`src/rtl/j_irq_dec_pkg.sv`:
```
// Shared constants and helpers for the Jerry interrupt decoder.
// State encoding is kept as plain constants for legacy tools.
package j_irq_dec_pkg;

    localparam int NREQ = 16;
    localparam int VW   = 4;

    localparam logic [1:0] ST_IDLE    = 2'd0;
    localparam logic [1:0] ST_OFFER   = 2'd1;
    localparam logic [1:0] ST_SERVICE = 2'd2;

    localparam logic [NREQ-1:0] REQ_D_RST = 16'hFFFF;

    // Lowest set index of a 4-bit group; 0 when empty.
    function automatic logic [1:0] lo4(input logic [3:0] v);
        logic [1:0] r;
        priority casez (v)
            4'b???1: r = 2'd0;
            4'b??10: r = 2'd1;
            4'b?100: r = 2'd2;
            4'b1000: r = 2'd3;
            default: r = 2'd0;
        endcase
        return r;
    endfunction

endpackage

```
`src/rtl/j_irq_dec_if.sv`:
```
// CPU-side vector offer / acknowledge / end-of-service bundle.
// slave is the decoder end, master is the CPU end.
interface j_irq_dec_if
    import j_irq_dec_pkg::*;
();

    logic [VW-1:0] vec;
    logic          vec_vld;
    logic          busy;
    logic          ack;
    logic          svc_done;

    modport slave (
        output vec,
        output vec_vld,
        output busy,
        input  ack,
        input  svc_done
    );

    modport master (
        input  vec,
        input  vec_vld,
        input  busy,
        output ack,
        output svc_done
    );

endinterface

```
`src/rtl/j_pri16.sv`:
```
// Lowest-index-first 16->4 priority encoder with found flag.
// Four 4-bit groups are reduced first, then the lowest live group selects.
module j_pri16
    import j_irq_dec_pkg::*;
(
    input  logic [NREQ-1:0] d,
    output logic [VW-1:0]   idx,
    output logic            found
);

    logic [3:0] nr4;
    logic [1:0] nd4 [4];
    logic [1:0] gsel;

    always_comb begin
        for (int g = 0; g < 4; g++) begin
            nr4[g] = |d[4*g +: 4];
            nd4[g] = lo4(d[4*g +: 4]);
        end
        gsel  = lo4(nr4);
        found = |nr4;
        idx   = {gsel, nd4[gsel]};
    end

endmodule

```
`src/rtl/j_irq_dec.sv`:
```
// Jerry interrupt decoder: edge latch, enable mask, pending summary
// and a single-vector offer/ack/service handshake toward the DSP.
module j_irq_dec
    import j_irq_dec_pkg::*;
(
    input  logic            sys_clk,
    input  logic            reset,
    input  logic [NREQ-1:0] req,
    input  logic [NREQ-1:0] en,
    input  logic            clr_wr,
    input  logic [NREQ-1:0] clr_d,
    output logic [NREQ-1:0] pend_q,
    output logic            pend_any,
    j_irq_dec_if.slave      cpu
);

    logic [NREQ-1:0] req_d;
    logic [NREQ-1:0] rise;
    logic [NREQ-1:0] vec_oh;
    logic [NREQ-1:0] clr_any;
    logic [NREQ-1:0] pend_nxt;
    logic [NREQ-1:0] mp;
    logic [1:0]      state;
    logic [VW-1:0]   vec;
    logic [VW-1:0]   pri_idx;
    logic            vec_vld;
    logic            busy;
    logic            pri_found;
    logic            ack_take;
    logic            keep;

    assign rise     = req & ~req_d;
    assign ack_take = cpu.ack & vec_vld;
    assign vec_oh   = {{(NREQ-1){1'b0}}, 1'b1} << vec;
    assign clr_any  = ({NREQ{clr_wr}} & clr_d)
                    | (ack_take ? vec_oh : '0);
    // Set has priority so an edge coincident with a clear is kept.
    assign pend_nxt = rise | (pend_q & ~clr_any);
    assign mp       = pend_q & en;
    // Offer stays up only while its bit is masked-pending now and next.
    assign keep     = mp[vec] & pend_nxt[vec];

    j_pri16 u_pri (
        .d     (mp),
        .idx   (pri_idx),
        .found (pri_found)
    );

    always_ff @(posedge sys_clk) begin
        if (reset) begin
            req_d    <= REQ_D_RST;
            pend_q   <= '0;
            pend_any <= 1'b0;
            vec      <= '0;
            vec_vld  <= 1'b0;
            busy     <= 1'b0;
            state    <= ST_IDLE;
        end else begin
            req_d    <= req;
            pend_q   <= pend_nxt;
            pend_any <= |mp;
            case (state)
                ST_IDLE: begin
                    if (pri_found) begin
                        vec     <= pri_idx;
                        vec_vld <= 1'b1;
                        state   <= ST_OFFER;
                    end
                end
                ST_OFFER: begin
                    if (ack_take) begin
                        vec_vld <= 1'b0;
                        busy    <= 1'b1;
                        state   <= ST_SERVICE;
                    end else if (!keep) begin
                        vec_vld <= 1'b0;
                        state   <= ST_IDLE;
                    end
                end
                ST_SERVICE: begin
                    if (cpu.svc_done) begin
                        busy  <= 1'b0;
                        state <= ST_IDLE;
                    end
                end
                default: state <= ST_IDLE;
            endcase
        end
    end

    assign cpu.vec     = vec;
    assign cpu.vec_vld = vec_vld;
    assign cpu.busy    = busy;

endmodule

```
`src/flat_wrapper.sv`:
```
// flat-port wrapper written by rule: the top's interface ports become plain ports
module j_irq_dec_flat import j_irq_dec_pkg::*;
  (sys_clk, reset, req, en, clr_wr, clr_d, pend_q, pend_any, cpu_vec, cpu_vec_vld, cpu_busy, cpu_ack, cpu_svc_done);
  j_irq_dec_if cpu_i ();
  input  logic sys_clk;
  input  logic reset;
  input  logic [NREQ-1:0] req;
  input  logic [NREQ-1:0] en;
  input  logic clr_wr;
  input  logic [NREQ-1:0] clr_d;
  output logic [NREQ-1:0] pend_q;
  output logic pend_any;
  output wire logic [$bits(cpu_i.vec)-1:0] cpu_vec;
  output wire logic [$bits(cpu_i.vec_vld)-1:0] cpu_vec_vld;
  output wire logic [$bits(cpu_i.busy)-1:0] cpu_busy;
  input wire logic [$bits(cpu_i.ack)-1:0] cpu_ack;
  input wire logic [$bits(cpu_i.svc_done)-1:0] cpu_svc_done;
  assign cpu_vec = cpu_i.vec;
  assign cpu_vec_vld = cpu_i.vec_vld;
  assign cpu_busy = cpu_i.busy;
  assign cpu_i.ack = cpu_ack;
  assign cpu_i.svc_done = cpu_svc_done;
  j_irq_dec u_core (.sys_clk(sys_clk), .reset(reset), .req(req), .en(en), .clr_wr(clr_wr), .clr_d(clr_d), .pend_q(pend_q), .pend_any(pend_any), .cpu(cpu_i));
endmodule
```
`config.mk`:
```
export PLATFORM = sky130hd
export DESIGN_NAME = j_irq_dec_flat
export DESIGN_NICKNAME = d
export VERILOG_FILES = /design/src/rtl/j_irq_dec_pkg.sv /design/src/rtl/j_irq_dec_if.sv /design/src/rtl/j_pri16.sv /design/src/rtl/j_irq_dec.sv /design/src/flat_wrapper.sv
export SDC_FILE = /design/constraint.sdc
export NUM_CORES = 1
export LEC_CHECK = 0
export BUFFER_PORTS_ARGS = -buffer_cell sky130_fd_sc_hd__buf_2
export CELL_PAD_IN_SITES_DETAIL_PLACEMENT = 0
export CELL_PAD_IN_SITES_GLOBAL_PLACEMENT = 1
export CORE_ASPECT_RATIO = 0.5
export CORE_MARGIN = 8
export CORE_UTILIZATION = 30
export DETAILED_ROUTE_END_ITERATION = 16
export PLACE_DENSITY = 0.77
export SYNTH_ARGS = -nofsm -noshare
export SYNTH_HDL_FRONTEND = slang
export SYNTH_HIERARCHICAL = 1
export SYNTH_SLANG_ARGS = --single-unit
```
`constraint.sdc`:
```
create_clock -name sys_clk -period 2.2 [get_ports sys_clk]
set_input_delay 0.11 -clock sys_clk [delete_from_list [all_inputs] [get_ports sys_clk]]
set_output_delay 0.11 -clock sys_clk [all_outputs]
set_load 0.005 [all_outputs]
```
# Yosys cells after proc, flatten, opt, wreduce, memory -nomap -nowiden

Index checks and enable logic that the tools add are counted.

Input bits: 53
Register bits after elaboration: 41
Word-level logic and storage cells: 79
Output and inout port bits: 23

$lt $le $gt $ge: 2
Shifts and indexed selects: 1
Equality and inequality tests: 21
Reductions and logical operators: 12
Multiplexer cells: 25
Bitwise gates (word level): 11

Operators by type and width:

| operator             | number |
|---|---|
| $and 16x16->16       | 4 |
| $pmux 2 s3           | 6 |
| $not 16->16          | 2 |
| $or 16x16->16        | 2 |
| $eq 4x4->1 const B   | 5 |
| $mux 16              | 1 |
| $reduce_or 16->1     | 1 |
| $reduce_or 4->1      | 4 |
| $shl 1x4->16 const A | 1 |
| $eq 3x3->1 const B   | 5 |
| $eq 2x2->1 const B   | 6 |
| $mux 2               | 6 |
| $reduce_and 3->1     | 3 |
| $bmux 1 s4           | 2 |
| $mux 1               | 7 |
| $lt 4x5->1 const B   | 1 |
| $bmux 2 s2           | 1 |
| $ne 2x1->1 const B   | 2 |
| $pmux 1 s2           | 2 |
| $reduce_bool 2->1    | 2 |
| $ge 3x3->1 const B   | 1 |
| $ne 3x2->1 const B   | 1 |
| $not 2->3            | 1 |
| $and 1x1->1          | 2 |
| other kinds (4)      | 4 |

# Depth between registers and ports, before layout

Word-level depth: 12
Gate-level depth with buffers: 11
Gate-level depth less buffers: 10

# Modules after synthesis

Netlist, hierarchy kept.

Modules (own cells, without submodules):

| module    | sequential area each (um2) | area each (um2) | instances | cells each |
|---|---|---|---|---|
| j_irq_dec | 820.8                      | 2164.6          | 1         | 270 |
| j_pri16   | 0.0                        | 192.7           | 1         | 29 |

# Least setup slack after synthesis

Ideal clock, no wire load.

Path type: register -> register
From: register u_core.pend_q[13]
To: register u_core.vec[0], in the netlist u_core/cpu.vec[0]
Data required time: 2.072 ns
Path buffers: 1
Path slack: 0.101 ns
Data arrival time: 1.972 ns
Cell stages (with the launch flop): 11
Period minus slack after synthesis: 2.099 ns
Path through: dfxtp_1 nand2_1 inv_1 or4_4 nor4b_4 nand2_1 nor2b_1 nor2b_1 clkbuf_1 mux2i_1 nor2_1

Elaborated cells between the ends (all ways): 14
Those cells by class: eq/ne (4); mux (5); bitwise (2); reduce/logical (3)

RTL lines:

| item                       | RTL line        | text |
|---|---|---|
| from (decl)                | j_irq_dec.sv:12 | `output logic [NREQ-1:0] pend_q,` |
| from (signal assigned)     | j_irq_dec.sv:60 | `pend_q <= pend_nxt;` |
| $and 16x16->16             | j_irq_dec.sv:39 | `assign mp = pend_q & en;` |
| net u_core.mp[13]          | j_irq_dec.sv:22 | `logic [NREQ-1:0] mp;` |
| $reduce_or 16->1           | j_pri16.sv:21   | `found = \|nr4;` |
| net u_core.pri_found       | j_irq_dec.sv:28 | `logic pri_found;` |
| $reduce_and 2->1 (no line) | -               |  |
| to (signal assigned)       | j_irq_dec.sv:65 | `vec <= pri_idx;` |
| to (decl)                  | j_irq_dec.sv:24 | `logic [VW-1:0] vec;` |

The timed path passes the listed nets, and every way through them passes these cells. The select of a mux whose other input is x is not followed.
A chain may end at the register's enable or synchronous reset.

# Worst setup path after layout

From: register u_core.vec_vld, in the netlist u_core/cpu.vec_vld
To: register u_core.vec_vld, in the netlist u_core/cpu.vec_vld

Word-level cells in the longest chain between the ends: 11
Elaborated cells between the ends (all ways): 13
Those cells by class: eq/ne (1); mux (5); bitwise (6); reduce/logical (1)

Ends and longest elaborated chain:

| item                         | RTL line        | text |
|---|---|---|
| from (decl)                  | j_irq_dec.sv:26 | `logic vec_vld;` |
| from (signal assigned)       | j_irq_dec.sv:55 | `vec_vld <= 1'b0;` |
| from (signal assigned)       | j_irq_dec.sv:66 | `vec_vld <= 1'b1;` |
| from (signal assigned)       | j_irq_dec.sv:72 | `vec_vld <= 1'b0;` |
| $and 1x1->1 (*)              | j_irq_dec.sv:33 | `assign ack_take = cpu.ack & vec_vld;` |
| $mux 16                      | j_irq_dec.sv:36 | `\| (ack_take ? vec_oh : '0);` |
| $or 16x16->16                | j_irq_dec.sv:36 |  |
| $not 16->16                  | j_irq_dec.sv:38 | `assign pend_nxt = rise \| (pend_q & ~clr_any);` |
| $and 16x16->16               | j_irq_dec.sv:38 |  |
| $or 16x16->16                | j_irq_dec.sv:38 |  |
| $bmux 1 s4                   | j_irq_dec.sv:41 | `assign keep = mp[vec] & pend_nxt[vec];` |
| $mux 1 (not written as such) | j_irq_dec.sv:41 |  |
| $and 1x1->1                  | j_irq_dec.sv:41 |  |
| $ne 3x2->1 (no line)         | -               |  |
| $reduce_and 3->1 (no line)   | -               |  |

Every way passes the cells marked *; elsewhere a longest branch is shown, timed or not. The select of a mux whose other input is x is not followed.

==> out/results.ini <==
[timing]
setup_viol_count_final = 0
rsz0062_at_grt = no
holdWs_ns = 0.0248
timing.final.crit_share_pct = 96.3
fin_crit_ns = 2.12
finalHoldViolations = 0
slew_viol_final = 0
relSlewSlack_pct = 51.8
fmax_ghz = 0.472
worst_slew_pin_slew_ns = 0.723
skew_ns = 0.00370
tns_ns = 0

[cells_and_area]
ff_latch_area_um2 = 822
antenna_cells = 0
drive_gt1_share_pct = 34.6
multiInputGateArea_mm2 = 0.00139
final_core_util_pct = 42.3
fin_nets = 442
area_growth_pct = 34.0
n_fill_cell = 793

[min_path]
hold_path_class = primary input to flop
hold_path_depth = 2
hold_path_end = u_core/req_d[6]$_SDFF_PP1_
hp-start = req[6]

[critical_path]
cp_slowest_cell = o41ai_1
path_cells = nand2_2 -> buf_4 -> a2111oi_0 -> nor4_2 -> o41ai_1 -> buf_4 -> o32ai_1
end_kind = flop
start_kind = flop
r2r_slack_ns = 0.08
crit_path_max_incr_delay_ns = 0.51
reg2reg_depth = 7
crit_required_ns = 2.34
crit_type = flop to flop
r2r_end = u_core/cpu.vec_vld$_SDFFE_PP0P_
arrival_ns = 2.26
cp_common_cell = buf_4
worst-path-buf-inv = 2
reg2reg_from = u_core/cpu.vec_vld$_SDFFE_PP0P_
path_max_fanout = 8
crit_family = compound AO/OA/AOI/OAI gates

[route]
num_vias = 2437
drc = 0
first_pass_iters = 5
routed_wl_um = 7900
routedWlPerCell_um = 15.9
vias_per_cell = 4.89
drt_iter0_drc = 235
ant_nets = 0

[clocking]
cts_sinks = 41
cts_tree = done
cts_max_level = 2
path_clk_slew_ns = 0.06
cts_root_buf = clkbuf_16
cts_made_buffers = 5
clock_path_buffers = 2
clock_latency_ns = 0.28

[synthesis]
synth.most_common_cell = dfxtp_1
synth_cell_type_count = 49
syn_area_mm2 = 0.00236
ys.warnings.count = 6
yosysTopAreaCell = dfxtp_1
synth_enable_flop_cells = 0
seq_area_frac_synth_pct = 34.8
synthTopCellsByCount = dfxtp_1, nand2_1, a21oi_1, inv_1, nor2_1
synth_top_area_share_pct = 34.8
ys.flop_type = dfxtp_1
syn_area_per_cell_um2 = 7.88
synthCells = 299
ys_ff_latch = 41
synth_fp_nets = 352
synthTopCellsByArea = dfxtp_1, nand2_1, a21oi_1, nand2b_1, or2_2
synth-async-reset-ratio_pct = 0

[power]
p_leak_nw = 1.46
irDropWorstVdd_uv = 266
power.density_mw_per_mm2 = 688
finalPower_mw = 2.17

[die]
start_util_pct = 31.6
core_mm2 = 0.00746
dieArea_mm2 = 0.0111
die_w_um = 141
fp.dieH_um = 78.7
io_pins = 76
fp-row-count = 22

[global_routing]
grt_start_max_net_pins = 43
grtUsageTotal_pct = 14.1
grt_pass1_vias = 2426
grt_use_met3_pct = 3.14
grt_pass1_wl_um = 12700
use_met1_pct = 18.1
top_usage_layer = met2
grt_overflow = 0
grtUsageMet2_pct = 23.7
antenna_found_initial = 0

[status]
status = completed

[placement]
gp_congestion = 0.835
portBuffers = 75
hpwl_um = 6330

[run]
drv_cap = 0

-- power by group --
part	internal, mW	switching, mW
clock	0.538	0.301
sequential	0.791	0.0378
combinational	0.239	0.267
total	1.57	0.606
-- area by class of cell --
class | instances | share of cell area [%]
Clock buffer | 6 | 4.08
Clock inverter | 2 | 1.23
Inverter | 26 | 3.09
Multi-Input combinational cell | 220 | 43.9
Sequential cell | 41 | 26.0
Tap cell | 108 | 4.28
Timing Repair Buffer | 95 | 17.4
-- logic make-up after synthesis --
logic type | count (synthesis) | share of synthesized area, %
AOI/OAI and AO/OA | 83 | 22.7
DFF | 41 | 34.8
and+or+nand+nor | 130 | 30.3
muxes | 7 | 5.10
buffers and inverters | 38 | 7.11
-- sequential cells by signal, summed over array words and instances (netlist names) --
signal              cells
u_core/cpu.vec_vld      1
u_core/req_d           16
u_core/cpu.busy         1
u_core/cpu.vec          4
u_core/pend_any         1
u_core/state            2
u_core/pend_q          16
-- layout by cell type, fill, tap and decap left out, drive strengths merged, types with 7 or more instances in the layout --
master and instances:
o21ai 13, o211ai 8, nand2 40, a21boi 11, nand2b 16, dfxtp 41
inv 25, nor2b 9, nand3 7, nor2 19, a21oi 27, or2 17
buf 95
-- worst max path at each step --
stage / startpoint / end / depth (start not counted)
floorplan: u_core/pend_q[13]$_SDFF_PP0_ / u_core/cpu.vec[0]$_SDFFE_PP0P_ / 10
global placement: u_core/cpu.vec[1]$_SDFFE_PP0P_ / u_core/cpu.vec_vld$_SDFFE_PP0P_ / 7
detailed placement: u_core/pend_q[12]$_SDFF_PP0_ / u_core/cpu.vec[0]$_SDFFE_PP0P_ / 9
CTS: u_core/pend_q[12]$_SDFF_PP0_ / u_core/cpu.vec[0]$_SDFFE_PP0P_ / 9
global route: u_core/pend_q[13]$_SDFF_PP0_ / u_core/cpu.vec[0]$_SDFFE_PP0P_ / 9
finish: u_core/cpu.vec_vld$_SDFFE_PP0P_ / u_core/cpu.vec_vld$_SDFFE_PP0P_ / 7
-- metrics by stage --
stage / cell area (um2) / worst slack, ns / cells
finish: 3160 / 0.0824 / 498
CTS: 3140 / 0.00907 / 498
global placement: 2970 / 0.0324 / 490
detailed placement: 2970 / 0.0212 / 490
floorplan: 2360 / 0.101 / 299
global route: 3160 / 0.00267 / 498
-- routing by layer --
layer | routed length, um | vias to the layer above | part of all wire, %
li1 | - | 1226 | -
met4 | 69 | 0 | 0.87
met3 | 418 | 7 | 5.3
met1 | 3720 | 1128 | 47
met5 | 0 | - | 0
met2 | 3690 | 76 | 47
-- repair_timing --
| item | 4_1_cts | 5_1_grt |
|---|---|---|
| gates resized for setup | 0 | 5 |
| endpoints found under the setup margin | 0 | 6 |
| hold buffers | 0 | 0 |
| setup buffers | 0 | 0 |
Note: power is estimated with default switching activity, not from simulation.
